$ cat config.mk
export PLATFORM = sky130hd
export DESIGN_NAME = elink_tx_arbiter_flat
export DESIGN_NICKNAME = d
export VERILOG_FILES = /design/src/rtl/elink_tx_arbiter_if.sv /design/src/rtl/elink_tx_arbiter.sv /design/src/flat_wrapper.sv
export SDC_FILE = /design/constraint.sdc
export NUM_CORES = 1
export LEC_CHECK = 0
export CAP_MARGIN = 0
export CORE_AREA = 5 5 166 168
export CTS_CLUSTER_DIAMETER = 120
export DETAILED_ROUTE_END_ITERATION = 12
export DIE_AREA = 0 0 171 173
export GPL_TIMING_DRIVEN = 0
export PLACE_DENSITY = 0.65
export SYNTH_ARGS = -nofsm -noshare
export SYNTH_HDL_FRONTEND = slang
export SYNTH_SLANG_ARGS = --single-unit
$ cat constraint.sdc
create_clock -name aclk -period 6.7 [get_ports aclk]
set_input_delay 1.34 -clock aclk [delete_from_list [all_inputs] [get_ports aclk]]
set_output_delay 1.34 -clock aclk [all_outputs]
set_load 0.02 [all_outputs]
$ cat src/rtl/elink_tx_arbiter_if.sv
// Transaction bundle shared by the three bridge sources, the tx arbiter and the eLink framer.
// Request buses are packed {src2,src1,src0}.
interface elink_tx_arbiter_if;
    logic [2:0]  req_valid;
    logic [2:0]  req_ready;
    logic [2:0]  req_stream;
    logic [2:0]  req_write;
    logic [5:0]  req_datamode;
    logic [11:0] req_ctrlmode;
    logic [95:0] req_dstaddr;
    logic [95:0] req_srcaddr;
    logic [95:0] req_data;

    logic        tx_valid;
    logic        tx_ready;
    logic        tx_write;
    logic [1:0]  tx_datamode;
    logic [3:0]  tx_ctrlmode;
    logic [31:0] tx_dstaddr;
    logic [31:0] tx_srcaddr;
    logic [31:0] tx_data;
    logic        tx_stream;
    logic        tx_wr_wait;
    logic        tx_rd_wait;
    logic [2:0]  grant;

    modport slave (
        input  req_valid, req_stream, req_write, req_datamode, req_ctrlmode,
               req_dstaddr, req_srcaddr, req_data,
               tx_ready, tx_wr_wait, tx_rd_wait,
        output req_ready,
               tx_valid, tx_write, tx_datamode, tx_ctrlmode,
               tx_dstaddr, tx_srcaddr, tx_data, tx_stream, grant
    );

    modport master (
        output req_valid, req_stream, req_write, req_datamode, req_ctrlmode,
               req_dstaddr, req_srcaddr, req_data,
               tx_ready, tx_wr_wait, tx_rd_wait,
        input  req_ready,
               tx_valid, tx_write, tx_datamode, tx_ctrlmode,
               tx_dstaddr, tx_srcaddr, tx_data, tx_stream, grant
    );
endinterface

$ cat src/rtl/elink_tx_arbiter.sv
// Round-robin, wait-gated three-source arbiter onto the eLink tx port with stream locking.
// States: ST_IDLE = round-robin search | ST_LOCKED = only r_owner may be accepted.
module elink_tx_arbiter #(
    parameter int unsigned MAX_STREAM = 16
) (
    input  logic              aclk,
    input  logic              aresetn,
    elink_tx_arbiter_if.slave bus
);
    localparam logic [0:0] ST_IDLE   = 1'b0;
    localparam logic [0:0] ST_LOCKED = 1'b1;
    localparam logic [7:0] MAX_CNT   = 8'(MAX_STREAM);

    function automatic logic [1:0] wrap3(input logic [1:0] base, input logic [1:0] off);
        logic [2:0] s;
        s = {1'b0, base} + {1'b0, off};
        return (s >= 3'd3) ? 2'(s - 3'd3) : s[1:0];
    endfunction

    logic [0:0]  r_state;
    logic [1:0]  r_owner;
    logic [1:0]  r_rr_ptr;
    logic [7:0]  r_beat_cnt;

    logic        r_tx_valid;
    logic        r_tx_write;
    logic        r_tx_stream;
    logic [1:0]  r_tx_datamode;
    logic [3:0]  r_tx_ctrlmode;
    logic [31:0] r_tx_dstaddr;
    logic [31:0] r_tx_srcaddr;
    logic [31:0] r_tx_data;
    logic [2:0]  r_grant;

    logic [2:0]  w_elig;
    logic        w_slot_free;
    logic        w_accept;
    logic [1:0]  w_sel;
    logic [2:0]  w_sel_oh;
    logic        w_stream_sel;
    logic [7:0]  w_cnt_inc;
    logic        w_release;
    logic        w_abandon;

    always_comb begin
        w_elig = 3'b000;
        for (int i = 0; i < 3; i++) begin
            w_elig[i] = bus.req_valid[i] & ~(bus.req_write[i] ? bus.tx_wr_wait : bus.tx_rd_wait);
        end
    end

    assign w_slot_free = ~r_tx_valid | bus.tx_ready;

    always_comb begin
        w_accept = 1'b0;
        w_sel    = 2'd0;
        if (aresetn && w_slot_free) begin
            if (r_state == ST_LOCKED) begin
                if (w_elig[r_owner]) begin
                    w_accept = 1'b1;
                    w_sel    = r_owner;
                end
            end else begin
                // Scan from the far end so the candidate nearest rr_ptr overrides.
                for (int k = 2; k >= 0; k--) begin
                    if (w_elig[wrap3(r_rr_ptr, 2'(k))]) begin
                        w_accept = 1'b1;
                        w_sel    = wrap3(r_rr_ptr, 2'(k));
                    end
                end
            end
        end
    end

    assign w_sel_oh     = w_accept ? (3'b001 << w_sel) : 3'b000;
    assign w_stream_sel = bus.req_stream[w_sel];
    assign w_cnt_inc    = (r_beat_cnt >= MAX_CNT) ? MAX_CNT : r_beat_cnt + 8'd1;
    assign w_release    = (r_state == ST_LOCKED) & (~w_stream_sel | (w_cnt_inc >= MAX_CNT));
    assign w_abandon    = (r_state == ST_LOCKED) & ~w_accept & w_slot_free & ~bus.req_valid[r_owner];

    assign bus.req_ready = w_sel_oh;

    always_ff @(posedge aclk or negedge aresetn) begin
        if (!aresetn) begin
            r_state    <= ST_IDLE;
            r_owner    <= 2'd0;
            r_rr_ptr   <= 2'd0;
            r_beat_cnt <= 8'd0;
        end else if (w_accept) begin
            r_rr_ptr <= wrap3(w_sel, 2'd1);
            if (r_state == ST_IDLE) begin
                if (w_stream_sel) begin
                    r_state    <= ST_LOCKED;
                    r_owner    <= w_sel;
                    r_beat_cnt <= 8'd1;
                end
            end else if (w_release) begin
                r_state    <= ST_IDLE;
                r_beat_cnt <= 8'd0;
            end else begin
                r_beat_cnt <= w_cnt_inc;
            end
        end else if (w_abandon) begin
            r_state    <= ST_IDLE;
            r_beat_cnt <= 8'd0;
        end
    end

    always_ff @(posedge aclk or negedge aresetn) begin
        if (!aresetn) begin
            r_tx_valid    <= 1'b0;
            r_tx_write    <= 1'b0;
            r_tx_stream   <= 1'b0;
            r_tx_datamode <= 2'd0;
            r_tx_ctrlmode <= 4'd0;
            r_tx_dstaddr  <= 32'd0;
            r_tx_srcaddr  <= 32'd0;
            r_tx_data     <= 32'd0;
            r_grant       <= 3'b000;
        end else if (w_accept) begin
            r_tx_valid    <= 1'b1;
            r_tx_write    <= bus.req_write[w_sel];
            r_tx_stream   <= w_stream_sel & ~w_release;
            r_tx_datamode <= bus.req_datamode[{w_sel, 1'b0} +: 2];
            r_tx_ctrlmode <= bus.req_ctrlmode[{w_sel, 2'b00} +: 4];
            r_tx_dstaddr  <= bus.req_dstaddr[{w_sel, 5'd0} +: 32];
            r_tx_srcaddr  <= bus.req_srcaddr[{w_sel, 5'd0} +: 32];
            r_tx_data     <= bus.req_data[{w_sel, 5'd0} +: 32];
            r_grant       <= w_sel_oh;
        end else if (bus.tx_ready) begin
            r_tx_valid <= 1'b0;
            r_grant    <= 3'b000;
        end
    end

    assign bus.tx_valid    = r_tx_valid;
    assign bus.tx_write    = r_tx_write;
    assign bus.tx_stream   = r_tx_stream;
    assign bus.tx_datamode = r_tx_datamode;
    assign bus.tx_ctrlmode = r_tx_ctrlmode;
    assign bus.tx_dstaddr  = r_tx_dstaddr;
    assign bus.tx_srcaddr  = r_tx_srcaddr;
    assign bus.tx_data     = r_tx_data;
    assign bus.grant       = r_grant;
endmodule

$ cat src/flat_wrapper.sv
// flat-port wrapper written by rule: the top's interface ports become plain ports
module elink_tx_arbiter_flat 
#(
    parameter int unsigned MAX_STREAM = 16
)
  (aclk, aresetn, bus_req_valid, bus_req_stream, bus_req_write, bus_req_datamode, bus_req_ctrlmode, bus_req_dstaddr, bus_req_srcaddr, bus_req_data, bus_tx_ready, bus_tx_wr_wait, bus_tx_rd_wait, bus_req_ready, bus_tx_valid, bus_tx_write, bus_tx_datamode, bus_tx_ctrlmode, bus_tx_dstaddr, bus_tx_srcaddr, bus_tx_data, bus_tx_stream, bus_grant);
  elink_tx_arbiter_if bus_i ();
  input  logic aclk;
  input  logic aresetn;
  input wire logic [$bits(bus_i.req_valid)-1:0] bus_req_valid;
  input wire logic [$bits(bus_i.req_stream)-1:0] bus_req_stream;
  input wire logic [$bits(bus_i.req_write)-1:0] bus_req_write;
  input wire logic [$bits(bus_i.req_datamode)-1:0] bus_req_datamode;
  input wire logic [$bits(bus_i.req_ctrlmode)-1:0] bus_req_ctrlmode;
  input wire logic [$bits(bus_i.req_dstaddr)-1:0] bus_req_dstaddr;
  input wire logic [$bits(bus_i.req_srcaddr)-1:0] bus_req_srcaddr;
  input wire logic [$bits(bus_i.req_data)-1:0] bus_req_data;
  input wire logic [$bits(bus_i.tx_ready)-1:0] bus_tx_ready;
  input wire logic [$bits(bus_i.tx_wr_wait)-1:0] bus_tx_wr_wait;
  input wire logic [$bits(bus_i.tx_rd_wait)-1:0] bus_tx_rd_wait;
  output wire logic [$bits(bus_i.req_ready)-1:0] bus_req_ready;
  output wire logic [$bits(bus_i.tx_valid)-1:0] bus_tx_valid;
  output wire logic [$bits(bus_i.tx_write)-1:0] bus_tx_write;
  output wire logic [$bits(bus_i.tx_datamode)-1:0] bus_tx_datamode;
  output wire logic [$bits(bus_i.tx_ctrlmode)-1:0] bus_tx_ctrlmode;
  output wire logic [$bits(bus_i.tx_dstaddr)-1:0] bus_tx_dstaddr;
  output wire logic [$bits(bus_i.tx_srcaddr)-1:0] bus_tx_srcaddr;
  output wire logic [$bits(bus_i.tx_data)-1:0] bus_tx_data;
  output wire logic [$bits(bus_i.tx_stream)-1:0] bus_tx_stream;
  output wire logic [$bits(bus_i.grant)-1:0] bus_grant;
  assign bus_i.req_valid = bus_req_valid;
  assign bus_i.req_stream = bus_req_stream;
  assign bus_i.req_write = bus_req_write;
  assign bus_i.req_datamode = bus_req_datamode;
  assign bus_i.req_ctrlmode = bus_req_ctrlmode;
  assign bus_i.req_dstaddr = bus_req_dstaddr;
  assign bus_i.req_srcaddr = bus_req_srcaddr;
  assign bus_i.req_data = bus_req_data;
  assign bus_i.tx_ready = bus_tx_ready;
  assign bus_i.tx_wr_wait = bus_tx_wr_wait;
  assign bus_i.tx_rd_wait = bus_tx_rd_wait;
  assign bus_req_ready = bus_i.req_ready;
  assign bus_tx_valid = bus_i.tx_valid;
  assign bus_tx_write = bus_i.tx_write;
  assign bus_tx_datamode = bus_i.tx_datamode;
  assign bus_tx_ctrlmode = bus_i.tx_ctrlmode;
  assign bus_tx_dstaddr = bus_i.tx_dstaddr;
  assign bus_tx_srcaddr = bus_i.tx_srcaddr;
  assign bus_tx_data = bus_i.tx_data;
  assign bus_tx_stream = bus_i.tx_stream;
  assign bus_grant = bus_i.grant;
  elink_tx_arbiter #(.MAX_STREAM(MAX_STREAM)) u_core (.aclk(aclk), .aresetn(aresetn), .bus(bus_i));
endmodule
# Word-level counts from Yosys, hierarchy flattened
# Cells that the tools add are included.
dict set report op_classes {
  addsub 8
  n_lt_le_gt_ge 11
  n_eq_ne 1
  shift 6
  muxes 49
  n_bitwise 19
  reduce_logical 5
}
# operator count
set ops {}
lappend ops {{96-bit by 8-bit indexed part select with 32-bit output} 3}
lappend ops {{8-bit 2-to-1 mux} 6}
lappend ops {{1-bit 2-to-1 mux} 23}
lappend ops {{2-bit 2-to-1 mux} 10}
lappend ops {{8-bit by 5-bit >= comparator with 1-bit output, second input constant} 2}
lappend ops {{2-bit by 3-bit less-than comparator with 1-bit output, second input constant} 5}
lappend ops {{1-bit binary-select mux with 2-bit select} 7}
lappend ops {{12-bit by 5-bit indexed part select with 4-bit output} 1}
lappend ops {{3-bit by 2-bit >= comparator with 1-bit output, second input constant} 3}
lappend ops {{3-bit 2-to-1 mux} 3}
lappend ops {{1-bit NOT} 9}
lappend ops {{8-bit by 1-bit adder with 8-bit output, second input constant} 1}
lappend ops {{1-bit AND} 8}
lappend ops {{2-bit subtractor, second input constant} 4}
lappend ops {{2-bit by 1-bit adder with 3-bit output, second input constant} 2}
lappend ops {{6-bit by 4-bit indexed part select with 2-bit output} 1}
lappend ops {{2-bit nonzero test} 2}
lappend ops {{2-bit by 2-bit adder with 3-bit output, second input constant} 1}
lappend ops {{3-bit by 2-bit != test with 1-bit output, second input constant} 1}
lappend ops {{3-bit AND reduction} 1}
lappend ops {{1-bit by 2-bit << shifter with 3-bit output, first input constant} 1}
lappend ops {{2-bit >= comparator, second input constant} 1}
lappend ops {{1-bit OR} 2}
lappend ops {{2-bit AND reduction} 1}
lappend ops {{1-bit logical AND} 1}
dict set report totals {
  regBits 121
  input_bits 320
  output_inout_bits 111
  elab_cells 112
}

# Logic depth before layout (Yosys ltp)
dict set report logic_depth {
  depth_word 18
  depth_mapped 12
  mapped_depth_nobuf 11
}

# Least setup slack after synthesis
# OpenSTA, ideal clock, no wires.
dict set report synth_timing {
  path_kind {input to output}
  startpoint {in bus_req_write[1]}
  endpoint {out bus_req_ready[1]}
  arrival_time_ns 3.323
  required_ns 5.360
  slack_ns 2.037
  stages 9
  n_path_buf 1
  cell_sequence {mux2_2 > o22ai_1 > o21ai_0 > or3_4 > inv_2 > clkbuf_1 > ha_1 > inv_1 > nor2_1}
}
dict set report synth_between {
  elab_chain_len 12
  elab_cells_between_ends 25
  classes_between {shift: 1; mux: 22; bitwise: 2}
}
# element line
set synth_lines {}
lappend synth_lines {{start, declared} flat_wrapper.sv:12} ;# input wire logic [$bits(bus_i.req_write)-1:0] bus_req_write;
lappend synth_lines {{1-bit 2-to-1 mux (*)} elink_tx_arbiter.sv:48} ;# w_elig[i] = bus.req_valid[i] & ~(bus.req_write[i] ? bus.tx_wr_wait : bus.tx_rd_wait);
lappend synth_lines {{1-bit NOT (*)} elink_tx_arbiter.sv:48}
lappend synth_lines {{1-bit AND (*)} elink_tx_arbiter.sv:48}
lappend synth_lines {{1-bit binary-select mux with 2-bit select} elink_tx_arbiter.sv:66} ;# if (w_elig[wrap3(r_rr_ptr, 2'(k))]) begin
lappend synth_lines {{1-bit 2-to-1 mux (implied by the code)} elink_tx_arbiter.sv:66}
lappend synth_lines {{2-bit 2-to-1 mux (3 in series)} elink_tx_arbiter.sv:66}
lappend synth_lines {{2-bit 2-to-1 mux (*)} elink_tx_arbiter.sv:58} ;# if (r_state == ST_LOCKED) begin
lappend synth_lines {{2-bit 2-to-1 mux (*)} elink_tx_arbiter.sv:57} ;# if (aresetn && w_slot_free) begin
lappend synth_lines {{named net u_core.w_sel[0]} elink_tx_arbiter.sv:38} ;# logic [1:0] w_sel;
lappend synth_lines {{1-bit by 2-bit << shifter with 3-bit output (*)} elink_tx_arbiter.sv:75} ;# assign w_sel_oh = w_accept ? (3'b001 << w_sel) : 3'b000;
lappend synth_lines {{3-bit 2-to-1 mux (*)} elink_tx_arbiter.sv:75}
lappend synth_lines {{end, declared} flat_wrapper.sv:21} ;# output wire logic [$bits(bus_i.req_ready)-1:0] bus_req_ready;
# Mark *: on every way through the listed nets, which the timed path passes. The rest lies on a longest branch. The select of a mux whose other input is x is not followed.

# Worst setup path after layout
# Ends and elaborated chain as after synthesis.

==> results.py <==
metrics = {
    "routing": {
        "drc_errors": 0,
        "drt_wl_total_um": 30700,
        "firstDrtPassIters": 5,
        "drt_iter0_drc": 429,
        "postRouteAntennaNets": 0,
        "viasPerCell": 4.80,
        "vias": 6852,
        "wl_per_cell_um": 21.5,
    },
    "yosys": {
        "synthFlopType": "dfrtp_1",
        "synth.avg_cell_area_um2": 10.6,
        "post_synth_num_cell_types": 59,
        "async_flop_share": 1.00,
        "synthTopCellsByCount": "dfrtp_1, mux2i_1, a22oi_1",
        "yosysMostFrequentCell": "dfrtp_1",
        "ys_ff_latch": 121,
        "syn-instance-count": 631,
        "syn_area_um2": 6700,
        "synth_top_area_frac": 0.452,
        "synth.largest_area_cell": "dfrtp_1",
        "synth_edf_count": 0,
        "syn_nets": 957,
        "yosys-top-cells-area": "dfrtp_1, mux2i_1, a22oi_1, o21ai_0, a21o_1",
        "ys_seq_area_frac": 0.452,
        "yosysWarnings": 0,
    },
    "die": {
        "rows": 59,
        "start_util": 0.260,
        "io_pins": 431,
        "die_y_um": 173,
        "die_area_um2": 29600,
        "fp.dieW_um": 171,
        "core_area_um2": 25800,
    },
    "critical_path": {
        "worstSetupStartpointType": "input port",
        "worstPathArrival_ns": 5.01,
        "crit_required_ns": 5.36,
        "cp_slowest_stage_delay_ns": 0.67,
        "critical_path_class": "input port to output pin",
        "cp-end-kind": "output pin",
        "path_cells": "clkdlybuf4s50_1, mux2_2, o22ai_1, o21ai_0, or3_4, inv_2, clkbuf_1, ha_1, inv_1, nor2_1, clkdlybuf4s50_1",
        "critPathMaxFanout": 10,
        "crit_path_frequent_cell": "clkdlybuf4s50_1",
        "crit_path_top_delay_cell": "clkdlybuf4s50_1",
    },
    "place": {
        "dp_slack_ns": 0.401,
        "dpl.hpwl_um": 24900,
        "gp_congestion": 0.822,
        "io_buffers": 430,
    },
    "clock_network": {
        "cts_tree": "built",
        "cts_htree_levels": 4,
        "cts_hold_buf": 0,
        "cts_inserted_buffers": 17,
        "cts_resized": 0,
        "cts-root-buf": "clkbuf_16",
        "path_clk_slew_ns": 0.06,
        "cts.sinks": 121,
        "clkLatencyLatePin_ns": 0.41,
        "cts_setup_buffers": 0,
        "clk_path_buf_depth": 2,
    },
    "worst_hold_path": {
        "min_path_type": "flip-flop to flip-flop",
    },
    "pwr": {
        "power.density_nw_per_um2": 441,
        "p_leak_uw": 0.00536,
        "ir_drop_mv": 0.183,
    },
    "final_layout": {
        "area_growth_syn_to_layout_pct": 80.2,
        "multi_input_comb_area_um2": 3360,
        "nFillCells": 2505,
        "nets": 1407,
        "drive_above_1_share": 0.0742,
        "antenna_cells": 0,
        "seqCellArea_um2": 3030,
        "fin_util": 0.469,
    },
    "global_routing": {
        "grt_pass1_wl_um": 44800,
        "grt_usage": 0.199,
        "antenna_found_initial": 0,
        "first_global_vias": 7376,
        "grt.overflow.total": 0,
        "grt_max_degree": 70,
    },
    "sta": {
        "fin_crit_ns": 6.35,
        "tightest_slew_ns": 0.842,
        "setup_slack_ns": 0.349,
        "timing_max_transition_violations_final": 0,
        "finalHoldViolCount": 0,
        "fmax_ghz": 0.157,
        "post-route-period-util": 0.948,
        "setup_violations": 0,
        "slew_headroom": 0.439,
        "fin_skew_ns": 0.0120,
        "rsz0062_at_grt": "no",
    },
    "run_status": {
        "status": "complete, no violations",
    },
    "flow_run": {
        "max-cap-violations": 0,
    },
}
## worst max-delay path, delay by kind of cell
kind | cells | cell delay, ns
buffers and inverters | 5 | 1.91
and+or+nand+nor | 2 | 0.69
muxes | 1 | 0.43
AOI/OAI and AO/OA | 2 | 0.38
adders and majority gates | 1 | 0.26
## flip-flops by register name (all words and copies together), names as in the netlist, 2 cells and up
signal	count
u_core.bus.grant	3
u_core.bus.tx_ctrlmode	4
u_core.bus.tx_data	32
u_core.bus.tx_datamode	2
u_core.bus.tx_dstaddr	32
u_core.bus.tx_srcaddr	32
u_core.r_beat_cnt	8
u_core.r_owner	2
u_core.r_rr_ptr	2
## cells in the final DEF (no fill, tap or decap), types with 21 or more instances in the layout
cell	count
clkbuf_1	22
o21ai_1	21
a22oi_1	73
clkdlybuf4s50_1	429
mux2i_1	106
o21ai_0	56
a211oi_1	31
nor2_1	37
a21o_1	34
dfrtp_1	121
## logic make-up after synthesis
| group | share of synthesized area |
|---|---|
| mux | 0.166 |
| flops | 0.452 |
| fa+ha+maj | 0.0112 |
| compound gates | 0.267 |
| buf+inv | 0.0463 |
| simple gates | 0.0583 |
## report_power, final
part           leakage [uW]  total (uW)  switching [uW]  internal (uW)
Clock              0.000292         979             356            624
Sequential          0.00150        1280             200           1080
Combinational       0.00358        3060            1640           1420
Total               0.00536        5320            2200           3120
## stage by stage
step	total power (uW)	area, um^2	setup TNS (ns)	instances	hold slack (ns)
floorplan	2990	6700	0	631	0.444
global placement	4360	11400	-311.94	1396	0.458
detailed placement	4390	11500	0	1397	0.465
CTS	5400	12100	0	1427	0.479
global route	5660	12100	0	1427	0.495
finish	5320	12100	0	1427	0.476
## path summary, 6_finish.rpt
kind	endpoint	start	cells after the start	slack, ns
worst max-delay path	bus_req_ready[1]	bus_req_write[1]	11	0.35
worst min-delay path	u_core.bus.tx_data[10]$_DFFE_PN0P_	u_core.bus.tx_data[10]$_DFFE_PN0P_	1	0.48
worst max register to register	u_core.bus.tx_data[18]$_DFFE_PN0P_	u_core.r_rr_ptr[0]$_DFFE_PN0P_	11	3.34
worst min register to register	u_core.bus.tx_data[10]$_DFFE_PN0P_	u_core.bus.tx_data[10]$_DFFE_PN0P_	1	0.48
max in group asynchronous	u_core.bus.grant[0]$_DFFE_PN0P_	aresetn	2	5.08
min in group asynchronous	u_core.bus.tx_data[25]$_DFFE_PN0P_	aresetn	1	0.86
## metal layers
layer  up-vias  routed length, um  track usage
met4         0                353       0.0406
met5         -                  0            0
met3        21               2690       0.0573
met1      3243              12100        0.236
li1       3286                  -            -
met2       302              15500        0.357
## layout make-up
class / instances / area share
clock buffer: 17 / 0.0352
inverter: 14 / 0.00435
timing repair buffer: 431 / 0.359
tap: 335 / 0.0347
clock inverter: 13 / 0.0162
sequential: 121 / 0.251
multi-input combinational: 444 / 0.278
buffer: 52 / 0.0214
(Power assumes the default switching activity.)
